**config.mk**
```make
export PLATFORM = sky130hd
export DESIGN_NAME = snn_frame_scheduler
export DESIGN_NICKNAME = d
export VERILOG_FILES = /design/src/rtl/snn_sched_pkg.sv /design/src/rtl/spike_frame_fifo.sv /design/src/rtl/snn_frame_scheduler.sv
export SDC_FILE = /design/constraint.sdc
export NUM_CORES = 1
export LEC_CHECK = 0
export ABC_AREA = 1
export ABC_CLOCK_PERIOD_IN_PS = 4850
export CAP_MARGIN = 10
export CORE_UTILIZATION = 45
export CTS_CLUSTER_DIAMETER = 40
export DETAILED_ROUTE_END_ITERATION = 12
export PLACE_DENSITY_LB_ADDON = 0.15
export SLEW_MARGIN = 25
export SYNTH_ARGS = -nofsm -noshare
export SYNTH_HDL_FRONTEND = slang
export SYNTH_SLANG_ARGS = --single-unit
```
**constraint.sdc**
```tcl
create_clock -name system_clock -period 4.85 [get_ports system_clock]
set_input_delay 0.97 -clock system_clock [delete_from_list [all_inputs] [get_ports system_clock]]
set_output_delay 0.97 -clock system_clock [all_outputs]
set_load 0.005 [all_outputs]
```
**src/rtl/snn_sched_pkg.sv**
```systemverilog
// Shared types and default parameters for the SNN time-step scheduler.
package snn_sched_pkg;

    localparam int unsigned STEP_W       = 8;
    localparam int unsigned FRAME_W_DFLT = 24;
    localparam int unsigned DEPTH_DFLT   = 4;
    localparam int unsigned OUT_W_DFLT   = 2;
    localparam int unsigned SETTLE_DFLT  = 3;

    typedef enum logic [1:0] {
        StIdle,
        StIssue,
        StSettle,
        StCapture
    } sched_state_e;

endpackage

```
**src/rtl/spike_frame_fifo.sv**
```systemverilog
// Frame buffer between the host data path and the scheduler; head is read combinationally.
module spike_frame_fifo
    import snn_sched_pkg::*;
#(
    parameter int unsigned WIDTH = FRAME_W_DFLT,
    parameter int unsigned DEPTH = DEPTH_DFLT
) (
    input  logic                     clk,
    input  logic                     reset,
    input  logic                     push,
    input  logic [WIDTH-1:0]         push_data,
    input  logic                     pop,
    output logic [WIDTH-1:0]         head,
    output logic                     empty,
    output logic                     full,
    output logic [$clog2(DEPTH):0]   level
);

    localparam int unsigned PTR_W = $clog2(DEPTH);
    localparam int unsigned LVL_W = $clog2(DEPTH) + 1;

    logic [WIDTH-1:0] mem_q [DEPTH];
    logic [PTR_W-1:0] wr_ptr_q, rd_ptr_q;
    logic [LVL_W-1:0] level_q;
    logic             do_push, do_pop;

    assign empty   = (level_q == '0);
    assign full    = (level_q == LVL_W'(DEPTH));
    // Fullness is judged before any same-cycle pop, so a full FIFO refuses a push outright.
    assign do_push = push && !full;
    assign do_pop  = pop && !empty;
    assign head    = mem_q[rd_ptr_q];
    assign level   = level_q;

    always_ff @(posedge clk) begin
        if (!reset) begin
            wr_ptr_q <= '0;
            rd_ptr_q <= '0;
            level_q  <= '0;
        end else begin
            if (do_push) wr_ptr_q <= wr_ptr_q + 1'b1;
            if (do_pop)  rd_ptr_q <= rd_ptr_q + 1'b1;
            if (do_push && !do_pop)      level_q <= level_q + 1'b1;
            else if (do_pop && !do_push) level_q <= level_q - 1'b1;
        end
    end

    always_ff @(posedge clk) begin
        if (do_push) mem_q[wr_ptr_q] <= push_data;
    end

endmodule

```
**src/rtl/snn_frame_scheduler.sv**
```systemverilog
// Issues one buffered spike frame per time-step tick, waits a settle window, then captures
// the core's output spikes into a step-tagged result register.
module snn_frame_scheduler
    import snn_sched_pkg::*;
#(
    parameter int unsigned FRAME_W = FRAME_W_DFLT,
    parameter int unsigned DEPTH   = DEPTH_DFLT,
    parameter int unsigned OUT_W   = OUT_W_DFLT,
    parameter int unsigned SETTLE  = SETTLE_DFLT
) (
    input  logic                        system_clock,
    input  logic                        reset,
    input  logic                        frame_valid,
    input  logic [FRAME_W-1:0]          frame_data,
    output logic                        frame_ready,
    input  logic                        step_tick,
    input  logic                        run_en,
    input  logic                        clear_flags,
    output logic [FRAME_W-1:0]          snn_input_spikes,
    output logic                        snn_enable,
    input  logic [OUT_W-1:0]            snn_output_spikes,
    output logic                        result_valid,
    output logic [STEP_W+OUT_W-1:0]     result_data,
    input  logic                        result_ready,
    output logic [$clog2(DEPTH):0]      fifo_level,
    output logic                        underrun,
    output logic                        missed_tick,
    output logic                        result_drop
);

    localparam int unsigned      CNT_W       = (SETTLE > 1) ? $clog2(SETTLE) : 1;
    localparam logic [CNT_W-1:0] SETTLE_LAST = CNT_W'(SETTLE - 1);

    sched_state_e              state_q;
    logic [CNT_W-1:0]          settle_cnt_q;
    logic [STEP_W-1:0]         step_cnt_q;
    logic [FRAME_W-1:0]        spikes_q;
    logic                      enable_q;
    logic                      res_valid_q;
    logic [STEP_W+OUT_W-1:0]   res_data_q;
    logic                      underrun_q, missed_q, drop_q;

    logic                      fifo_empty, fifo_full, tick_go;
    logic [FRAME_W-1:0]        fifo_head;

    assign tick_go = step_tick && run_en && (state_q == StIdle);

    spike_frame_fifo #(
        .WIDTH (FRAME_W),
        .DEPTH (DEPTH)
    ) u_fifo (
        .clk       (system_clock),
        .reset     (reset),
        .push      (frame_valid),
        .push_data (frame_data),
        .pop       (tick_go),
        .head      (fifo_head),
        .empty     (fifo_empty),
        .full      (fifo_full),
        .level     (fifo_level)
    );

    assign frame_ready      = !fifo_full;
    assign snn_input_spikes = spikes_q;
    assign snn_enable       = enable_q;
    assign result_valid     = res_valid_q;
    assign result_data      = res_data_q;
    assign underrun         = underrun_q;
    assign missed_tick      = missed_q;
    assign result_drop      = drop_q;

    always_ff @(posedge system_clock) begin
        if (!reset) begin
            state_q      <= StIdle;
            settle_cnt_q <= '0;
            step_cnt_q   <= '0;
            spikes_q     <= '0;
            enable_q     <= 1'b0;
            res_valid_q  <= 1'b0;
            res_data_q   <= '0;
            underrun_q   <= 1'b0;
            missed_q     <= 1'b0;
            drop_q       <= 1'b0;
        end else begin
            enable_q <= 1'b0;
            if (res_valid_q && result_ready) res_valid_q <= 1'b0;
            // Flag sets below come later in the block so they win over a coincident clear.
            if (clear_flags) begin
                underrun_q <= 1'b0;
                missed_q   <= 1'b0;
                drop_q     <= 1'b0;
            end
            if (step_tick && state_q != StIdle) missed_q <= 1'b1;

            unique case (state_q)
                StIdle: begin
                    if (tick_go) begin
                        state_q  <= StIssue;
                        enable_q <= 1'b1;
                        spikes_q <= fifo_empty ? '0 : fifo_head;
                        if (fifo_empty) underrun_q <= 1'b1;
                    end
                end
                StIssue: begin
                    state_q      <= StSettle;
                    settle_cnt_q <= '0;
                end
                StSettle: begin
                    if (settle_cnt_q == SETTLE_LAST) state_q <= StCapture;
                    else settle_cnt_q <= settle_cnt_q + 1'b1;
                end
                StCapture: begin
                    res_data_q  <= {step_cnt_q, snn_output_spikes};
                    res_valid_q <= 1'b1;
                    if (res_valid_q && !result_ready) drop_q <= 1'b1;
                    step_cnt_q  <= step_cnt_q + 1'b1;
                    state_q     <= StIdle;
                end
                default: state_q <= StIdle;
            endcase
        end
    end

endmodule

```
# Yosys cells after proc, flatten, opt, wreduce, memory -nomap -nowiden
# Memory sizes are Yosys's and may differ from the RTL's. A register that Yosys moved wholly into a read port is not among the register bits.
# Index checks and enable logic that the tools add are counted.
dict set report word_totals {
  elab_cells 77
  ram_bits 96
  mem_count 1
  register_bits 58
  in_bits 33
  output_inout_bits 43
}
# memory depth width read_ports rd_ports_with_merged_regs write_ports line_no
set memory_table {}
lappend memory_table {u_fifo.mem_q 4 24 1 1 1 spike_frame_fifo.sv:22} ;# logic [WIDTH-1:0] mem_q [DEPTH];
dict set report classes {
  muxes 24
  n_addsub 6
  n_eq_ne 8
  reduce_logical 25
}
# cell n
set ops {}
lappend ops {{$mux W24} 1}
lappend ops {{$mux W1} 14}
lappend ops {{$mux W2} 5}
lappend ops {{$reduce_bool A2 Y1} 5}
lappend ops {{$logic_and A1 B1 Y1} 9}
lappend ops {{$add A8 B1 Y8 const B} 1}
lappend ops {{$pmux W2 S4} 1}
lappend ops {{$reduce_and A2 Y1} 4}
lappend ops {{$add A2 B1 Y2 const B} 3}
lappend ops {{$eq A2 B2 Y1 const B} 3}
lappend ops {{$mux W3} 2}
lappend ops {{$logic_not A1 Y1} 5}
lappend ops {{$ne A2 B2 Y1 const B} 2}
lappend ops {{$pmux W2 S2} 1}
lappend ops {{$add A3 B1 Y3 const B} 1}
lappend ops {{$eq A3 B3 Y1 const B} 1}
lappend ops {{$logic_not A3 Y1} 1}
lappend ops {{$sub A3 B1 Y3 const B} 1}
lappend ops {{$eq A2 B1 Y1 const B} 1}
lappend ops {{$logic_not A2 Y1} 1}
lappend ops {{$ne A2 B1 Y1 const B} 1}

# Depth between registers and ports, before layout
dict set report logic_depth {
  ltp_word 7
  ltp_mapped 13
  mapped_depth_nobuf 13
}

# Hierarchy
# Synthesis repeated with hierarchy kept, for this count alone.
dict set report hier_totals {
  hier_cells 556
  area_unflattened_um2 6221.0
}
# module cells_each area_per_inst_um2 seq_area_each_um2 instances
set by_module_without_submodules {}
lappend by_module_without_submodules {spike_frame_fifo 302 4214.0 3062.9 1}
lappend by_module_without_submodules {snn_frame_scheduler 254 2006.9 1021.0 1}

# Least setup slack after synthesis
# OpenSTA, ideal clock, no wires.
dict set report synth_timing {
  kind {input port to flip-flop}
  from {in frame_valid}
  to {mem u_fifo.mem_q[0][0] (netlist bit) (enable)}
  path_stages 2
  arrival_time_ns 2.174
  n_path_buf 0
  required_ns 4.445
  path_slack_ns 2.272
  setup_time_ns 0.405
  path_cell_list {nand2_1 -> nor2_1}
}
dict set report synth_via {
  elab_chain_len 3
}
# element line_no
set synth_lines {}
lappend synth_lines {{start, declared} snn_frame_scheduler.sv:13} ;# input logic frame_valid,
lappend synth_lines {{$logic_and A1 B1 Y1} spike_frame_fifo.sv:30} ;# assign do_push = push && !full;
lappend synth_lines {{$mux W1} spike_frame_fifo.sv:49} ;# if (do_push) mem_q[wr_ptr_q] <= push_data;
lappend synth_lines {{$mux W1 (implied by the code)} spike_frame_fifo.sv:49}
lappend synth_lines {{end, declared} spike_frame_fifo.sv:22}
# No other way between the ends.

# Worst setup path after layout
dict set report layout_timing {
  from {in frame_valid}
  to {reg u_fifo.level_q[2], in the netlist u_fifo.level[2]}
}
dict set report layout_via {
  elab_chain_len 4
  word_cells_on_any_way 6
  classes_between {1 x mux; 5 x reduce/logical}
}
# element line_no
set layout_lines {}
lappend layout_lines {{$logic_and A1 B1 Y1 (*)} spike_frame_fifo.sv:30}
lappend layout_lines {{named net u_fifo.do_push} spike_frame_fifo.sv:25} ;# logic do_push, do_pop;
lappend layout_lines {{$logic_not A1 Y1} spike_frame_fifo.sv:44} ;# else if (do_pop && !do_push) level_q <= level_q - 1'b1;
lappend layout_lines {{$logic_and A1 B1 Y1} spike_frame_fifo.sv:44}
lappend layout_lines {{$reduce_bool A2 Y1 (no source line)} --}
lappend layout_lines {{end signal, assigned} spike_frame_fifo.sv:43} ;# if (do_push && !do_pop) level_q <= level_q + 1'b1;
lappend layout_lines {{end signal, assigned} spike_frame_fifo.sv:44}
lappend layout_lines {{end, declared} spike_frame_fifo.sv:24} ;# logic [LVL_W-1:0] level_q;
# The timed path passes the listed nets; every way through them passes the cells marked *.
# A chain may end at the register's enable or synchronous reset.

==> flow_metrics.env <==
export IMPL_syn_num_nets=729
export IMPL_hold_slack_ns=0.462
export IMPL_start_kind="input pin"
export IMPL_io_pins=76
export IMPL_area_growth_pct=22.2
export IMPL_avgRoutedWirePerCell_um=13.5
export IMPL_dp_hpwl_mm=7.54
export IMPL_cpMostUsedCell="inv_1"
export IMPL_first_global_vias=4284
export IMPL_worst_slew_pin_slew_ns=0.971
export IMPL_postRouteAntennaNets=0
export IMPL_yosysSeqAreaShare=0.634
export IMPL_ys_async_sr_fraction=0
export IMPL_relSlewSlack=0.353
export IMPL_fp_row_count=43
export IMPL_dieArea_mm2=0.0148
export IMPL_drt_wl_total_mm=12.8
export IMPL_p_leak_nw=3.35
export IMPL_min_period_ns=2.56
export IMPL_path_cells="clkdlybuf4s50_1, nand2_1, inv_1, ha_1, inv_1, fa_1, inv_1, nand2_1, nand3_1, o21ai_1, a21oi_1"
export IMPL_final_nets=801
export IMPL_cts_root_buf="clkbuf_16"
export IMPL_drv_cap=0
export IMPL_synth_seq_cells=156
export IMPL_fp_dieW_um=122
export IMPL_synth_top_area_share=0.447
export IMPL_fmax_mhz=390
export IMPL_crit_buf_inv=4
export IMPL_cellPowerDensity_mw_per_mm2=456
export IMPL_slowest_delay_ns=0.46
export IMPL_cp_max_fo=9
export IMPL_crit_required_ns=5.19
export IMPL_post_cts_resized=0
export IMPL_holdBufCountCts=0
export IMPL_htree_levels=4
export IMPL_cts_buffers=17
export IMPL_grt_use_total=0.188
export IMPL_core_area_mm2=0.0139
export IMPL_grt_max_degree=50
export IMPL_clock_path_buffers=2
export IMPL_setup_violations=0
export IMPL_synthFlopType="edfxtp_1"
export IMPL_port_buffers=75
export IMPL_finalCritPeriodShare=0.528
export IMPL_final_max_slew_violation_count=0
export IMPL_grt_overflow_total=0
export IMPL_rsz0062_at_grt="false"
export IMPL_die_y_um=122
export IMPL_run_status="complete, no violations"
export IMPL_skew_ns=0.0128
export IMPL_cp_arrival_ns=2.91
export IMPL_min_path_type="reg2reg"
export IMPL_clk_pin_slew_ns=0.06
export IMPL_synth_most_common_cell="nand2_1"
export IMPL_crit_type="in2reg"
export IMPL_vias=4512
export IMPL_antenna_found_initial=0
export IMPL_dr_pass1_iters=5
export IMPL_syn_avg_cell_area_um2=9.44
export IMPL_yosys_top_cells_count="nand2_1, inv_1, edfxtp_1, dfxtp_1, nand3_1"
export IMPL_crit_family="buffers and inverters"
export IMPL_netlist_instances=683
export IMPL_max_vdd_ir_drop_mv=0.250
export IMPL_hold_viol=0
export IMPL_endpoint_kind="register"
export IMPL_syn_area_mm2=0.00645
export IMPL_post_cts_setup_buffers=0
export IMPL_antennaDiodeCount=0
export IMPL_dpl_instance_area_mm2=0.00731
export IMPL_cts_sinks=156
export IMPL_initial_core_util=0.463
export IMPL_yosys_area_top_type="edfxtp_1"
export IMPL_grt_pass1_wl_mm=20.8
export IMPL_tns_ns=0
export IMPL_synth_edf_count=96
export IMPL_critPathSlowestCell="clkdlybuf4s50_1"
export IMPL_vias_per_cell=4.76
export IMPL_drive_above_1_share=0.0638
export IMPL_globalplace_congestion=0.751
export IMPL_cts_tree="done"
export IMPL_drt_iter0_markers=259
export IMPL_fillerInstances=1210
export IMPL_ys_top_cells_by_area="edfxtp_1, dfxtp_1, nand2_1"
export IMPL_route_detailed_drc=0
export IMPL_synthDistinctLibCells=29
export IMPL_stdcell_area_mm2=0.00788
export IMPL_yosys_warnings=0
export IMPL_insertion_delay_ns=0.42
## worst paths after layout
kind | startpoint | to | slack, ns | cells after the start
max | frame_valid | u_fifo.level[2]$_SDFFE_PN0P_ | 2.29 | 11
min reg2reg | result_drop$_SDFF_PN0_ | result_drop$_SDFF_PN0_ | 0.46 | 2
min | result_drop$_SDFF_PN0_ | result_drop$_SDFF_PN0_ | 0.46 | 2
max reg2reg | register | snn_input_spikes[0]$_SDFFE_PN0P_ | 2.60 | 6
## placed cells by master, fill, tap and decap left out, types with 3 or more instances in the layout
| cell type | count |
|---|---|
| nor2_2 | 5 |
| nor2_1 | 30 |
| buf_4 | 4 |
| dfxtp_1 | 58 |
| ha_1 | 12 |
| clkinv_2 | 4 |
| nand3_1 | 56 |
| clkbuf_16 | 20 |
| a21oi_1 | 43 |
| clkdlybuf4s50_1 | 75 |
| clkinv_1 | 3 |
| inv_2 | 7 |
| o21ai_0 | 3 |
| edfxtp_1 | 96 |
| nand2_1 | 197 |
| o21ai_1 | 15 |
| inv_1 | 117 |
| clkbuf_1 | 6 |
## metal layers
metal | share of wire | vias up | track usage | wire, um
li1 | - | 2290 | - | -
met1 | 0.44 | 2111 | 0.219 | 5610
met2 | 0.50 | 95 | 0.330 | 6420
met3 | 0.046 | 16 | 0.0459 | 588
met4 | 0.015 | 0 | 0.0787 | 187
met5 | 0 | - | 0 | 0
## flip-flops by register name, indices dropped and copies added, names as in the netlist, named ones only
name / cells
missed_tick: 1
result_data: 10
result_drop: 1
result_valid: 1
settle_cnt_q: 2
snn_enable: 1
snn_input_spikes: 24
state_q: 2
step_cnt_q: 8
u_fifo.level: 3
u_fifo.mem_q: 96
u_fifo.rd_ptr_q: 2
u_fifo.wr_ptr_q: 2
underrun: 1
## stage by stage
| step | power (mW) | worst slack [ns] | util | std cells |
|---|---|---|---|---|
| final | 3.59 | 2.29 | 0.565 | 948 |
| after global routing | 3.78 | 2.19 | 0.565 | 948 |
| after CTS | 3.62 | 2.31 | 0.565 | 948 |
| after detailed placement | 2.37 | 1.91 | 0.525 | 916 |
| after global placement | 2.34 | 1.93 | 0.524 | 916 |
| after floorplan | 2.11 | 2.27 | - | 683 |
## logic make-up (layout without fill, tap and decap cells)
| kind of cell | after synthesis | after routing | synth area share |
|---|---|---|---|
| AOI/OAI and AO/OA | 63 | 63 | 0.0497 |
| and+or+nand+nor | 295 | 295 | 0.188 |
| adders and majority gates | 13 | 13 | 0.0264 |
| DFF | 156 | 156 | 0.634 |
| xor gates and xnor gates | 1 | 1 | 0.00136 |
| buffers and inverters | 155 | 240 | 0.101 |
## worst min-delay path, stage by stage, from the launching register on
cell	delay, ns
dfxtp_1	0.31
nand2_1	0.06
a21oi_1	0.05
## layout make-up
cell class              instances  area [um^2]  area share
flip-flops and latches        156         4090       0.519
multi-input cells             372         1720       0.219
repair buffers                 79          781      0.0991
clock buffers                  27          537      0.0682
inverters                     129          494      0.0628
well taps                     180          225      0.0286
clock inverters                 5         28.8     0.00365
## where the power goes
group | total [mW] | internal [mW] | leakage (nW) | switching, mW
clock | 1.25 | 0.758 | 0.280 | 0.494
combinational | 0.672 | 0.278 | 1.70 | 0.394
sequential | 1.66 | 1.57 | 1.37 | 0.0938
total | 3.59 | 2.61 | 3.35 | 0.982
Power figures use the tool's default switching activity.
